===== config.mk =====
export PLATFORM = sky130hd
export DESIGN_NAME = sm_operand_loader
export DESIGN_NICKNAME = d
export VERILOG_FILES = /design/src/rtl/mult_pkg.sv /design/src/rtl/sm_to_twos.sv /design/src/rtl/sm_operand_loader.sv
export SDC_FILE = /design/constraint.sdc
export NUM_CORES = 1
export LEC_CHECK = 0
export CAP_MARGIN = 10
export CORE_ASPECT_RATIO = 0.75
export CORE_UTILIZATION = 45
export CTS_BUF_LIST = sky130_fd_sc_hd__clkbuf_8 sky130_fd_sc_hd__clkbuf_16
export DETAILED_ROUTE_END_ITERATION = 6
export GPL_TIMING_DRIVEN = 0
export PLACE_DENSITY = 0.81
export SLEW_MARGIN = 20
export SYNTH_ARGS = -nofsm -noshare
export SYNTH_HDL_FRONTEND = slang
export SYNTH_SLANG_ARGS = --single-unit
export TNS_END_PERCENT = 20

===== constraint.sdc =====
create_clock -name clk -period 3.5 [get_ports clk]
set_input_delay 0.7 -clock clk [delete_from_list [all_inputs] [get_ports clk]]
set_output_delay 0.7 -clock clk [all_outputs]
set_load 0.01 [all_outputs]

===== src/rtl/mult_pkg.sv =====
// rtl/mult_pkg.sv - shared operand width, loader state encoding and saturation limits
package mult_pkg;

  localparam int OPERAND_W = 8;

  typedef enum logic [1:0] {
    WAIT_A = 2'd0,
    WAIT_B = 2'd1,
    HOLD   = 2'd2
  } state_e;

  // Two's-complement extremes for an OPERAND_W-bit operand.
  localparam logic [OPERAND_W-1:0] SAT_POS = 8'h7F;
  localparam logic [OPERAND_W-1:0] SAT_NEG = 8'h80;

endpackage


===== src/rtl/sm_to_twos.sv =====
// rtl/sm_to_twos.sv - sign-magnitude to two's-complement converter with range check
// Out-of-range handling: SM_LOADER_SATURATE_EN defined = saturate, undefined = wrap.
module sm_to_twos
  import mult_pkg::*;
#(
  parameter int WIDTH = OPERAND_W
) (
  input  logic             sign_i,
  input  logic [WIDTH-1:0] magnitude_i,
  output logic [WIDTH-1:0] value_o,
  output logic             err_o
);

  localparam logic [WIDTH-1:0] POS_LIM = (WIDTH == OPERAND_W) ? WIDTH'(SAT_POS)
                                                              : {1'b0, {(WIDTH-1){1'b1}}};
  localparam logic [WIDTH-1:0] NEG_LIM = (WIDTH == OPERAND_W) ? WIDTH'(SAT_NEG)
                                                              : {1'b1, {(WIDTH-1){1'b0}}};

  logic [WIDTH-1:0] neg_val;
  logic             pos_err;
  logic             neg_err;

  // Negative zero falls out naturally: ~0 + 1 truncates to 0.
  assign neg_val = ~magnitude_i + WIDTH'(1);
  assign pos_err = magnitude_i[WIDTH-1];
  // -2^(N-1) is representable, so only magnitudes strictly above it fail.
  assign neg_err = magnitude_i[WIDTH-1] & (|magnitude_i[WIDTH-2:0]);
  assign err_o   = sign_i ? neg_err : pos_err;

`ifdef SM_LOADER_SATURATE_EN
  always_comb begin
    value_o = sign_i ? neg_val : magnitude_i;
    if (err_o) begin
      value_o = sign_i ? NEG_LIM : POS_LIM;
    end
  end
`else
  assign value_o = sign_i ? neg_val : magnitude_i;
`endif

endmodule


===== src/rtl/sm_operand_loader.sv =====
// rtl/sm_operand_loader.sv - captures sign-magnitude operands A then B and holds the converted pair
// Saturating conversion when SM_LOADER_SATURATE_EN is defined; wrapping otherwise.
module sm_operand_loader
  import mult_pkg::*;
#(
  parameter int WIDTH = OPERAND_W
) (
  input  logic             clk,
  input  logic             reset_n,
  input  logic             clear,
  input  logic             in_valid,
  input  logic             in_sign,
  input  logic [WIDTH-1:0] in_magnitude,
  output logic             in_ready,
  output logic             in_sel,
  output logic             out_valid,
  input  logic             out_ready,
  output logic [WIDTH-1:0] out_a,
  output logic [WIDTH-1:0] out_b,
  output logic             out_range_err
);

  state_e           state_q, state_d;
  logic [WIDTH-1:0] out_a_q, out_a_d;
  logic [WIDTH-1:0] out_b_q, out_b_d;
  logic             err_q, err_d;
  logic             pend_q, pend_d;

  logic [WIDTH-1:0] conv_value;
  logic             conv_err;
  logic             in_fire;
  logic             out_fire;

  // One converter serves both operands: at most one is captured per cycle.
  sm_to_twos #(
    .WIDTH (WIDTH)
  ) u_conv (
    .sign_i      (in_sign),
    .magnitude_i (in_magnitude),
    .value_o     (conv_value),
    .err_o       (conv_err)
  );

  assign in_ready  = (state_q != HOLD);
  assign in_sel    = (state_q == WAIT_B);
  assign out_valid = (state_q == HOLD);
  assign in_fire   = in_valid & in_ready;
  assign out_fire  = out_valid & out_ready;

  always_comb begin
    state_d = state_q;
    out_a_d = out_a_q;
    out_b_d = out_b_q;
    err_d   = err_q;
    pend_d  = pend_q;

    if (clear) begin
      state_d = WAIT_A;
      pend_d  = 1'b0;
    end else begin
      unique case (state_q)
        WAIT_A: begin
          if (in_fire) begin
            out_a_d = conv_value;
            pend_d  = conv_err;
            state_d = WAIT_B;
          end
        end
        WAIT_B: begin
          if (in_fire) begin
            out_b_d = conv_value;
            err_d   = pend_q | conv_err;
            state_d = HOLD;
          end
        end
        HOLD: begin
          if (out_fire) begin
            state_d = WAIT_A;
          end
        end
        default: state_d = WAIT_A;
      endcase
    end
  end

  always_ff @(posedge clk or negedge reset_n) begin
    if (!reset_n) begin
      state_q <= WAIT_A;
      out_a_q <= '0;
      out_b_q <= '0;
      err_q   <= 1'b0;
      pend_q  <= 1'b0;
    end else begin
      state_q <= state_d;
      out_a_q <= out_a_d;
      out_b_q <= out_b_d;
      err_q   <= err_d;
      pend_q  <= pend_d;
    end
  end

  assign out_a         = out_a_q;
  assign out_b         = out_b_q;
  assign out_range_err = err_q;

endmodule


==> results of run 1 <==
-- worst min-delay path: cells and delay by family (launching register included) --
kind / cells / cell delay (ps)
flops: 1 / 340
compound gates: 1 / 60
simple gates: 1 / 40
-- stage by stage --
step                hold WS (ps)  instance area (um^2)
floorplan                  404.4                 909.6
global placement           460.2                  1267
detailed placement         473.9                  1267
CTS                        489.6                  1309
global route               519.7                  1309
finish                     479.5                  1309
-- cells in the mapped netlist --
master	instances
nor2_1	10
a211oi_1	1
nor4_1	1
ha_1	1
a21oi_1	9
mux2_2	1
nand3_1	2
nor2b_1	3
xor2_1	2
or4_1	1
a21boi_0	1
dfrtp_1	20
o21ai_0	8
xnor2_1	5
o21ai_2	1
buf_2	2
nor3_2	1
nor3_1	2
a21boi_1	2
o31ai_1	2
nand2_1	8
o21ai_1	1
mux2i_1	1
nand4b_1	1
nand2b_1	1
inv_1	4
-- sequential cells by signal, summed over array words and instances (netlist names) --
signal         flops
pend_q             1
state_q            2
out_a              8
out_b              8
out_range_err      1
-- power breakdown --
part	switching (uW)	internal, uW	total [uW]
clock	69.3	76.6	146
combinational	110	149	260
sequential	33.3	291	324
total	213	517	730
-- worst max-delay path by stage --
stage                               start             to
after CTS                      state_q[1]       in_ready
after detailed placement  in_magnitude[3]  out_range_err
after floorplan           in_magnitude[1]       out_a[5]
after global placement    in_magnitude[3]  out_range_err
after global routing           state_q[1]      out_valid
final                          state_q[1]       in_ready
-- cell families (layout without fill, tap and decap cells) --
logic type               count (synthesis)  in the layout  synth area share
AO/OA/AOI/OAI                           25             25            0.1582
buffers and inverters                    6             42           0.02751
XOR/XNOR                                 7              7           0.06740
adder cells (fa/ha/maj)                  1              1           0.01375
multiplexers                             2              2           0.02338
AND/OR/NAND/NOR                         30             30            0.1596
flip-flops                              20             20            0.5502
-- layout make-up --
cell class	count	share of cell area
well taps	22	0.02103
multi-input cells	65	0.2935
flip-flops and latches	20	0.3824
inverters	4	0.01147
plain buffers	2	0.007648
repair buffers	33	0.2524
clock buffers	3	0.03155
-- routing by layer --
metal | track usage | routed length, um | up-vias
met1 | 0.2719 | 904 | 364
met4 | 0.1184 | 40 | 0
met5 | 0 | 0 | -
met2 | 0.4074 | 1064 | 15
met3 | 0.07778 | 79 | 4
li1 | - | - | 388
-- layout by cell type (no fill, tap or decap) --
master           netlist  final
a211oi_1               1      1
a21boi_0               1      1
a21boi_1               2      2
a21oi_1                9      9
buf_2                  2      2
clkbuf_8               0      3
clkdlybuf4s50_1        0     33
dfrtp_1               20     20
ha_1                   1      1
inv_1                  4      4
mux2_2                 1      1
mux2i_1                1      1
nand2_1                8      8
nand2b_1               1      1
nand3_1                2      2
nand4b_1               1      1
nor2_1                10     10
nor2b_1                3      3
nor3_1                 2      2
nor3_2                 1      1
nor4_1                 1      1
o21ai_0                8      8
o21ai_1                1      1
o21ai_2                1      1
o31ai_1                2      2
or4_1                  1      1
xnor2_1                5      5
xor2_1                 2      2
==> results by stage, run 1 <==
Clock network:
- After clock tree synthesis, the setup repair step added 0 buffers.
- After clock tree synthesis, the clock-pin slew on the worst setup and hold paths is 70 ps.
- The number of resized instances in the post-cts repair step is 0.
- The clock tree from TritonCTS is built.
- For this design, the CTS-stage hold fixing added 0 buffers.
- The number of buffers created by CTS is 3.
- The clock net in this run drives a total of 20 sinks.
- The maximum buffer depth of the clock tree is 2.
- In this run the number of H-tree levels came out at 1.
- The clock insertion delay at the later pin of the skew report is 260 ps.
- In this run the clock root is driven by a clkbuf_8.

Power:
- In this run the power density over the cells is 557.6 mW/mm^2.
- The highest ir drop seen on vdd is 0.3742 mV.
- The total power is roughly 730 uW.
- The leakage dissipation is 0.0005533 uW.

Final layout:
- The area growth from synthesis to layout is 43.88%.
- The fraction of layout cells with a size suffix above 1 is 0.06299.
- The multi-input combinational cells in the finished layout cover a total of 384.1 um^2.
- The number of nets in the finished design is 144.
- The antenna diode instance count is 0.
- The number of non-filler instances in the completed layout is 149.
- Once layout is complete, the utilization of the core stands at 0.7184.
- Summing all flip-flop and latch instances after layout gives about 500 um^2.
- After filler insertion, the fill cell instance count of the layout stands at between 150 and 200.

Floorplan:
- The die covers 0.002207 mm^2.
- The I/O pin count is 34.
- Measured along the y axis, the die boundary spans ~41 um.
- For this configuration, the core starts out at a cell density of 0.4993.
- The floorplan has 13 rows.
- From left edge to right edge, the die measures between 50 and 60 um.
- The core footprint is 0.001822 mm^2.

Critical path:
- The number of buffer and inverter stages on the critical path is 2.
- The reg-to-reg critical path endpoint is out_a[4].
- The critical path runs through a total of 3 cells.
- The startpoint of the worst register-to-register path is state_q[0].
- The critical path startpoint category is a flop.
- The cell with the largest stage delay on the worst path is clkdlybuf4s50_1.
- Among cell families on the critical path, the largest total delay comes from buffers and inverters.
- The worst setup slack for register-to-register paths is 1980 ps.
- The longest individual stage delay on the worst path is 530 ps.
- The category of the worst setup path capture point is an output pin.
- The highest net fanout along the worst path is 7.
- Traced cell by cell, the critical path runs through nor2b_1 -> inv_1 -> clkdlybuf4s50_1.
- The critical path is of the flop to output pin type.
- The number of cells traversed by the worst register-to-register path is 5.
- At the worst endpoint, the required time is ~2800 ps.
- The arrival time at the worst endpoint is roughly 1500 ps.

Timing:
- The measured slew at the worst slew-check pin is 854.7 ps.
- The routed design could run at a clock period as short as roughly 2200 ps.
- The post-route worst setup slack is 1321 ps.
- Setup repair after global routing left no endpoint under its margin.
- The number of endpoints with negative hold slack in the final report is 0.
- The number of max-slew violations in the final report came to 0.
- In this run the tightest slew margin relative to its limit is 0.4284.
- The number of setup violations in the final report is 0.
- The upper clock frequency limit is 458.9 MHz.
- The worst clock skew is 3.120 ps.
- In the finished design, the share of the clock period the worst path needs comes to 0.6227.
- The accumulated negative setup slack is 0 ps.

Route:
- After detailed routing, the number of remaining DRC violations is 0.
- The pre-antenna-repair detailed-routing pass consisted of 4 iterations.
- After detailed routing, the total wire length is 2088 um.
- The number of nets still failing antenna checks after routing is 0.
- The routed layout has roughly 770 vias.
- For this block, the initial DRC count from the detailed router was 7.
- The detailed-route wire length per cell is about 14 um.
- The via density per instance is 5.174.

Logic synthesis:
- The part of the Yosys area used for sequential elements is 0.5502.
- The Yosys warning count is 0.
- Of the post-synthesis cell area, the dominant cell type holds 0.5502.
- A synthesized cell averages 9.996 um^2.
- After synthesis, the netlist uses 26 different library cells.
- Synthesis inferred 20 register bits.
- The cell area after synthesis is 909.6 um^2.
- The number of nets in the synthesized netlist is 106.
- Synthesis handed over a netlist of 91 instances.
- Sorting the synthesized cells by area gives the leading types as dfrtp_1 55%, a21oi_1 5.0%, xnor2_1 4.8%, o21ai_0 4.4%, nor2_1 4.1%.
- The cell type contributing the most total cell area after synthesis is dfrtp_1.

Placed design:
- The number of buffers inserted by port buffering is 33.
- The worst slack at placement is 1166 ps.
- After legalization and detailed placement, the total HPWL measured about 1600 um.
- At the end of routability-driven placement, the weighted congestion stood at between 0.7 and 0.8.
- The cell count after placement is between 100 and 150.

Hold path:
- The worst hold path class is flop to flop.
- The worst hold path passes through 2 cells.
- The hold path endpoint is out_b[6].
- The start point of the worst min-delay path is out_b[6].

Run:
- The max-cap check violation count is 0.

Global route:
- The number of antenna violations at the first check in global routing was 0.
- Entering global routing, the biggest net connects 21 pins.
- The via count of the first global-routing pass came to 735.
- The first global-routing pass estimated 3284 um of wire.
- The overall track demand over capacity in global routing is 0.2377.
- Summed over all layers, the global routing overflow is 0.

Run status:
- The flow ran to the end, and the final reports show no timing, DRC or antenna violations.
No activity file was read; power rests on OpenSTA's default activity.
==> run 2, diff against run 1 <==
--- a/config.mk
+++ b/config.mk
@@ -7,11 +7,11 @@
 export LEC_CHECK = 0
 export CAP_MARGIN = 10
 export CORE_ASPECT_RATIO = 0.75
-export CORE_UTILIZATION = 45
+export CORE_UTILIZATION = 42
 export CTS_BUF_LIST = sky130_fd_sc_hd__clkbuf_8 sky130_fd_sc_hd__clkbuf_16
 export DETAILED_ROUTE_END_ITERATION = 6
 export GPL_TIMING_DRIVEN = 0
-export PLACE_DENSITY = 0.81
+export PLACE_DENSITY = 0.77
 export SLEW_MARGIN = 20
 export SYNTH_ARGS = -nofsm -noshare
 export SYNTH_HDL_FRONTEND = slang
==> constraint.sdc (replaced) <==
create_clock -name clk -period 2.1 [get_ports clk]
set_input_delay 0.42 -clock clk [delete_from_list [all_inputs] [get_ports clk]]
set_output_delay 0.42 -clock clk [all_outputs]
set_load 0.01 [all_outputs]
==> results by stage, run 2 (same netlist as run 1, synthesis figures left out) <==
Clock network:
- The clock reaches the later pin of the worst-skew pair after about 250 ps.
- The clock sink count is 20.
- The number of buffers created by CTS is 3.
- The longest clock path from root to sink contains 2 buffers.
- The hold buffer count at cts is 0.
- The number of resized instances in the post-cts repair step is 0.
- The number of buffers inserted to repair setup after CTS is 0.
- Clock-pin slew was measured on the worst setup and hold paths at 70 ps.
- The clock tree from TritonCTS is built.
- In this run the number of H-tree levels came out at 1.
- The tree is rooted in a clkbuf_8.

Final layout:
- The library cell used most frequently in the layout, excluding fill and tap cells, is clkdlybuf4s50_1.
- In the layout the commonest cells are 33 x clkdlybuf4s50_1, 20 x dfrtp_1, 10 x nor2_1.
- The antenna diode instance count is 0.
- After filler insertion, the fill cell instance count of the layout stands at 170.
- In the final layout, the share of cells above drive strength 1 is 0.06299.
- The count of cells in the finished layout, fillers not included, comes to 151.
- The net count of the finished layout is 144.
- Compared with the post-synthesis result, the final layout area differs by 44.15%.

Critical path:
- By startpoint and endpoint, the worst setup path is classified as flop to output pin.
- On the worst path, the slowest cell contributes a delay of 540 ps.
- Among cell families on the critical path, the largest total delay comes from buffers and inverters.
- In this run the worst path has a maximum fanout of 7.
- The launching instance or port of the critical path is state_q[1].
- The worst setup path is launched from a flop.
- STA puts the critical path data arrival time at 1490 ps.
- Data on the critical path is required at its endpoint by ~1700 ps.
- The category of the worst setup path capture point is an output pin.
- Counting both buffers and inverters, the worst setup path holds a total of 2.
- The slowest stage of the critical path belongs to the cell clkdlybuf4s50_1.
- The worst register-to-register path begins at state_q[0].
- Traced cell by cell, the critical path runs through nor2b_1 -> inv_1 -> clkdlybuf4s50_1.

Global route:
- The number of antenna violations at the first check in global routing was 0.
- The via count of the first global-routing pass came to 762.
- In the global route stage, overall resource usage came out at 0.2024.
- The maximum number of pins on one net before global-route repair is 21.
- For this run the aggregate overflow at the end of global routing stands at 0.
- The global-route wire length before repair is 3629 um.

Timing:
- The post-route worst setup slack is roughly 190 ps.
- Setup violations remaining at the end of the flow were counted as 0.
- The worst clock skew is 5.486 ps.
- Dividing the final minimum period by the clock period gives 0.9078.
- Measured against its own limit, the worst slew margin works out to 0.4073.
- Subtracting the final worst setup slack from the clock period gives 1906 ps.
- For the pin with the worst max-slew slack, the measured transition is 886.3 ps.
- Setup repair after global routing left no endpoint under its margin.
- Based on the critical path, the design can be clocked at up to 524.5 MHz.
- The accumulated negative setup slack is 0 ps.
- The number of endpoints with negative hold slack in the final report was 0.
- The number of max-slew violations in the final report came to 0.

Power:
- The highest ir drop seen on vdd is 0.6068 mV.
- The power per cell area is 928.0 mW/mm^2.
- The design draws 1217 uW.
- The leakage dissipation is around 0.00055 uW.

Route:
- After detailed routing, the total wire length is 2124 um.
- Across all layers, the routed design uses 780 vias.
- The detailed-route wire length per cell is 14.07 um.
- The DRC violation count after routing is 0.
- In this run, the number of DRC markers left after iteration 0 of detailed routing was 12.
- The number of detailed-route iterations in the first pass is 4.
- Dividing the detail-routed via count by the number of cells gives roughly 5.2.
- The number of nets still failing antenna checks after routing is 0.

Floorplan:
- The core region is 0.002014 mm^2.
- The area of the die is 0.002358 mm^2.
- The floorplan step set the die height to 42.31 um.
- The cell row count is 14.
- The I/O pin count is 34.
- From left edge to right edge, the die measures 55.74 um.
- For this configuration, the core starts out at a cell density of 0.4516.

Placed design:
- The number of buffers inserted by port buffering is 33.
- The worst slack at placement is approximately 12 ps.
- The placer's final routability congestion estimate is 0.7626.
- In this run, placement finished with an instance count of 148.
- The HPWL after detailed placement is 1645 um.

Hold path:
- In this run the worst hold path is classified as flop to flop.
- In this run the most critical hold path is launched from out_b[6].

Run status:
- The flow ran to the end, and the final reports show no timing, DRC or antenna violations.

Run:
- The max-cap check violation count is 0.
## run 2: cell counts in the layout (fill, tap and decap cells not counted)
No cell type changed its count.
## run 2: worst paths after layout
check | end | slack, ps | cells past startpoint
worst min register to register | out_b[6] | 480 | 2
max in group asynchronous | out_a[3] | 890 | 1
worst max register to register | out_a[5] | 590 | 5
worst min-delay path | out_b[6] | 480 | 2
min in group asynchronous | out_a[5] | 670 | 1
worst max-delay path | in_ready | 190 | 3
## run 2: worst register-to-register path, cell delays in order, from the launching register on
cell and delay, ps:
dfrtp_1 420, nand2b_1 210, nor3_2 330, buf_2 300, nor2_1 60, a21oi_1 120
## run 2: through the flow
step             util  hold slack [ps]  cell area, um^2
2_1_floorplan       -            124.4            909.6
3_3_place_gp   0.6304            462.2             1270
3_5_place_dp   0.6304            472.8             1270
4_1_cts        0.6509            485.6             1311
5_1_grt        0.6509            501.1             1311
6_report       0.6509            478.6             1311
## run 2: final cells by class
class / count / area, um^2 / share of cell area
Tap cell: 24 / 30.03 / 0.02290
Inverter: 4 / 15.01 / 0.01145
Buffer: 2 / 10.01 / 0.007634
Timing Repair Buffer: 33 / 330.3 / 0.2519
Clock buffer: 3 / 41.29 / 0.03149
Multi-Input combinational cell: 65 / 384.1 / 0.2929
Sequential cell: 20 / 500.5 / 0.3817
## run 2: power breakdown
part           switching, uW  internal [uW]  total (uW)
logic                    186            249         434
registers               55.9            485         541
clock network            114            128         242
total                    356            861        1220
## run 2: routing by layer
layer | up-vias | track usage | share of wire
li1 | 386 | - | -
met1 | 372 | 0.2621 | 0.45
met2 | 22 | 0.3494 | 0.50
met3 | 0 | 0.05556 | 0.048
met4 | 0 | 0.03000 | 0
met5 | - | 0 | 0
==> edit 1 (flow settings as in run 1) <==
Encoding of `state_e`: now one-hot (3 bits for 3 states).
--- a/src/rtl/mult_pkg.sv
+++ b/src/rtl/mult_pkg.sv
@@ -3,10 +3,10 @@
 
   localparam int OPERAND_W = 8;
 
-  typedef enum logic [1:0] {
-    WAIT_A = 2'd0,
-    WAIT_B = 2'd1,
-    HOLD   = 2'd2
+  typedef enum logic [2:0] {
+    WAIT_A = 3'b001,
+    WAIT_B = 3'b010,
+    HOLD   = 3'b100
   } state_e;
 
   // Two's-complement extremes for an OPERAND_W-bit operand.
Function: no difference found for any inputs over 10 cycles, from zero or initial values and one cycle with reset_n low; not proved beyond that.
==> edit 1 against run 1 <==
Area after synthesis up 9.9%; combinational power down 21%; utilization down 3.3 points; routed wire length up 3.1%; sequential power down 3%; worst setup slack worse by 0.040 ns; power down 8.0%; register-to-register slack worse by 0.15 ns; maximum frequency down 1.8%; final area up 7.4%; sequential cell count up 1; critical path depth unchanged; final cell count up 7.4%.
==> edit 1: results (changes against run 1) <==
[sta]
worst_slew_pin_slew_ns=0.908  ; +0.0533 ns
fin_skew_ns=0.00343  ; +0.000312 ns

[clock_network]
cts_setup_buffers=0  ; unchanged
cts-resized-gates=0  ; unchanged
path_clk_slew_ns=0.07  ; about the same
clock_latency_ns=0.26  ; about the same
clockBufferDepth=2  ; unchanged

[synthesis]
synthAdderAreaFrac=0.0125  ; -0.00124
synth.area.top_cells=dfrtp_1, nand2_1, o21ai_0
syn-num-nets=114  ; +7.5%
syn_inst=99  ; +8.8%
ys_types=31  ; +19%
synthXorXnorAreaFrac=0.0526  ; -0.0148
ys.flop_type=dfrtp_1
synth-async-reset-ratio=1.00  ; unchanged
synthTopCellsByCount=dfrtp_1, nand2_1, o21ai_0
synth_top_family_by_area=compound AO/OA/AOI/OAI gates
yosysSeqAreaShare=0.527  ; -0.0233
synth_compound_area_frac=0.178  ; +0.0195
yosys_warnings=0  ; unchanged
synthMuxAreaShare=0.0100  ; -0.0134

[place]
place_area_mm2=0.00136  ; +7.3%
place_congestion=0.833  ; +9.7%
pre_cts_ws_ns=1.12  ; -0.0500 ns
dpl.hpwl_mm=1.68  ; +2.7%
dpl.cell_count=156  ; +6.8%
port_buffers=33  ; unchanged

[finish]
final_cell_count_no_fill=160  ; +7.4%
drive_gt1_frac=0.0882  ; +0.0252
fin_nets=152  ; +5.6%

[power_and_ir_drop]
ir_worst_vdd_uv=354  ; -5.4%
switching_share=0.277  ; -0.0144
p_leak_uw=0.000623  ; +13%

[global_routing]
grt_first_pass_wirelength_mm=3.63  ; +11%
antenna_found_initial=0  ; unchanged
grt_pass1_vias=793  ; +7.9%
grtUsageTotal=0.204  ; -0.0338
grt_max_degree=22  ; +4.8%

[detailed_routing]
drt_iter0_drc=24  ; +17
routed_wirelength_mm=2.15  ; +3.1%
vias_per_cell=5.21  ; +0.61%

[critical_path]
rr_startpoint=state_q[0]$_DFFE_PN1P_
crit_arrival_ns=1.52  ; +0.04 ns
cp_max_fo=4  ; -3
crit_path_start_kind=flop

[worst_hold_path]
hold_start=out_a[6]$_DFFE_PN0P_

[run_status]
status=finished clean

## edit 1: layout make-up
| class | count | area (µm²) |
|---|---|---|
| plain buffers | 4 | 37.5 |
| clock buffers | 3 | 41.3 |
| clock inverters | 1 | 3.75 |
| fillers | 176 | 644 |
| inverters | 4 | 15.0 |
| multi-input cells | 70 | 420 |
| flip-flops and latches | 21 | 527 |
| well taps | 24 | 30.0 |
| repair buffers | 33 | 330 |
## edit 1: worst paths after layout
check	endpoint	slack (ns)	cells after the start
setup reg to reg	out_a[5]$_DFFE_PN0P_	1.83	6
max in group asynchronous	out_b[6]$_DFFE_PN0P_	1.99	1
setup / recovery	in_ready	1.28	3
min in group asynchronous	state_q[1]$_DFFE_PN0P_	0.95	1
hold / removal	out_a[6]$_DFFE_PN0P_	0.48	2
hold reg to reg	out_a[6]$_DFFE_PN0P_	0.48	2
## edit 1: logic make-up (layout without fill, tap and decap cells)
logic type | after synthesis | after routing
AO/OA/AOI/OAI | 29 | 29
adder cells (fa/ha/maj) | 1 | 1
multiplexers | 1 | 1
AND/OR/NAND/NOR | 33 | 33
flip-flops | 21 | 21
XOR/XNOR | 6 | 6
buffers and inverters | 8 | 45
## edit 1: critical path, cell delays in order, from the launching register on
cell and delay [ns]:
dfstp_2 0.55, nor2_1 0.04, nand2_1 0.12, clkdlybuf4s50_1 0.55
## edit 1: per-layer routing
metal / part of all wire / global-route usage
met1: 0.45 / 0.255
met2: 0.49 / 0.332
met3: 0.052 / 0.0671
met4: 0.012 / 0.0732
met5: 0 / 0
## edit 1: power by group through the flow
stage | clock, µW | sequential [µW] | combinational (µW)
3_5_place_dp | 0 | 320 | 208
3_3_place_gp | 0 | 317 | 201
2_1_floorplan | 0 | 339 | 58.1
4_1_cts | 156 | 315 | 209
6_report | 151 | 314 | 206
5_1_grt | 168 | 321 | 225
==> edit 2 (settings of run 1) <==
Made on the original files. Set the package constant `OPERAND_W` to 10 (it was 8).
--- a/src/rtl/mult_pkg.sv
+++ b/src/rtl/mult_pkg.sv
@@ -1,7 +1,7 @@
 // rtl/mult_pkg.sv - shared operand width, loader state encoding and saturation limits
 package mult_pkg;
 
-  localparam int OPERAND_W = 8;
+  localparam int OPERAND_W = 10;
 
   typedef enum logic [1:0] {
     WAIT_A = 2'd0,
Interface: changed (resized in_magnitude, out_a and out_b); port bits go from 34 to 40. No check against the original RTL was run, so the function may have changed too.
==> edit 2 against run 1 <==
Critical path depth is 5 higher; area after synthesis is 29% higher; sequential power is 22% higher; worst setup slack worse by 0.42 ns; power is 23% higher; routed wire length is 23% higher; sequential cell count is 4 higher; clock skew is 0.0012 ns lower; largest cell class unchanged; final area is 26% higher.
==> edit 2: results (changes against run 1) <==
[run_status]
status=finished clean

[synthesis]
synth-seq-cells=24  ; +20%
synth-async-reset-ratio=1.00  ; unchanged
synth.area.top_cells=dfrtp_1, a21oi_1, nor2_1
syn-num-nets=133  ; +25%
yosys_warnings=0  ; unchanged
syn_inst=115  ; +26%
synthTopCellsByCount=dfrtp_1, a21oi_1, nor2_1
ys_types=28  ; +7.7%
yosysSeqAreaShare=0.511  ; -0.0390

[sta]
fin_skew_ns=0.00194  ; -0.00118 ns
worst_slew_pin_slew_ns=0.535  ; -0.319 ns
setup-tns-final_ns=0  ; unchanged
post-route-period-util=0.742  ; +0.119

[place]
pre_cts_ws_ns=0.628  ; -0.538 ns
port_buffers=39  ; +18%
place_area_mm2=0.00161  ; +27%
place_congestion=0.740  ; -2.6%
dpl.hpwl_mm=1.91  ; +17%
dpl.cell_count=188  ; +29%

[critical_path]
cp_max_fo=5  ; -2
crit_arrival_ns=2.72  ; +1.24 ns
rr_worst_depth=5  ; unchanged
r2r_end=out_a[8]$_DFFE_PN0P_
rr_startpoint=state_q[0]$_DFFE_PN0P_
crit_start=in_magnitude[0]
r2r_slack_ns=1.85  ; -0.13 ns
endpoint=out_b[8]$_DFFE_PN0P_

[clock_network]
htreeDepth=1  ; unchanged
cts-resized-gates=0  ; unchanged
cts_setup_buffers=0  ; unchanged
path_clk_slew_ns=0.07  ; about the same
clock-root-buffer=clkbuf_8
numCtsBuffers=3  ; unchanged
clockBufferDepth=2  ; unchanged
clock_latency_ns=0.26  ; about the same

[global_routing]
grt_first_pass_wirelength_mm=4.01  ; +22%
grtUsageTotal=0.207  ; -0.0310
grt_pass1_vias=855  ; +16%
grt_max_degree=25  ; +19%
antenna_found_initial=0  ; unchanged

[detailed_routing]
wl_per_cell_um=13.4  ; -4.3%
drt_iter0_drc=25  ; +18
first_pass_iters=4  ; unchanged
routed_wirelength_mm=2.56  ; +23%
vias=967  ; +25%

[power_and_ir_drop]
p_leak_uw=0.000685  ; +24%
ir_worst_vdd_uv=381  ; +1.8%

[finish]
drive_gt1_frac=0.115  ; +0.0517
antenna_cells=0  ; unchanged
fin_nets=177  ; +23%

[worst_hold_path]
hold_path.class=in -> async

-- edit 2: cell count changes after synthesis, sizes merged, moves of 3 or more --
cell and delta:
a21oi +12, dfrtp +4, nor2 +11, nand2 -6
mux2i +3, o21ai -6
-- edit 2: kinds of logic after synthesis --
| kind of cell | count (synthesis) | share of synthesized area |
|---|---|---|
| buffers and inverters | 8 | 0.0277 |
| adder cells (fa/ha/maj) | 2 | 0.0213 |
| XOR/XNOR | 7 | 0.0522 |
| AND/OR/NAND/NOR | 38 | 0.175 |
| flip-flops | 24 | 0.511 |
| multiplexers | 6 | 0.0532 |
| AO/OA/AOI/OAI | 30 | 0.160 |
-- edit 2: layout make-up --
cell class / count / area, µm²
Multi-Input combinational cell: 83 / 542
Tap cell: 34 / 42.5
Clock buffer: 3 / 41.3
Sequential cell: 24 / 601
Fill cell: 196 / 739
Timing Repair Buffer: 39 / 385
Buffer: 4 / 17.5
Inverter: 4 / 15.0
-- edit 2: per-layer routing --
| layer | vias to the layer above | routed length [µm] | track usage |
|---|---|---|---|
| met4 | 0 | 36 | 0.0682 |
| met1 | 449 | 1230 | 0.263 |
| met2 | 29 | 1160 | 0.338 |
| met3 | 4 | 134 | 0.0618 |
| met5 | - | 0 | 0 |
| li1 | 485 | - | - |
-- edit 2: worst max-delay path, cell delays in order --
cell and delay, ns:
clkdlybuf4s50_1 0.50, inv_1 0.09, ha_1 0.18, or4b_1 0.48, nor4_1 0.20, ha_1 0.28, mux2i_1 0.20, a21oi_1 0.10
-- edit 2: worst min path at each step --
stage | cells past startpoint | to | from
after floorplan | 0 | out_a[0]$_DFFE_PN0P_ | reset_n
after global routing | 1 | pend_q$_DFFE_PN0P_ | reset_n
after detailed placement | 1 | out_a[0]$_DFFE_PN0P_ | out_a[0]$_DFFE_PN0P_
after global placement | 1 | out_a[0]$_DFFE_PN0P_ | out_a[0]$_DFFE_PN0P_
final | 1 | pend_q$_DFFE_PN0P_ | reset_n
after CTS | 1 | out_a[0]$_DFFE_PN0P_ | out_a[0]$_DFFE_PN0P_
-- edit 2: metrics by stage --
step / utilization / power, µW / hold slack (ns)
2_1_floorplan: - / 541 / 0.404
3_3_place_gp: 0.675 / 741 / 0.494
3_5_place_dp: 0.675 / 750 / 0.500
4_1_cts: 0.692 / 908 / 0.522
5_1_grt: 0.690 / 955 / 0.443
6_report: 0.690 / 899 / 0.411
-- edit 2: power by group --
group	switching, µW	internal [µW]
Sequential	41.4	355
Clock	78.9	76.9
Combinational	146	200
Total	267	632
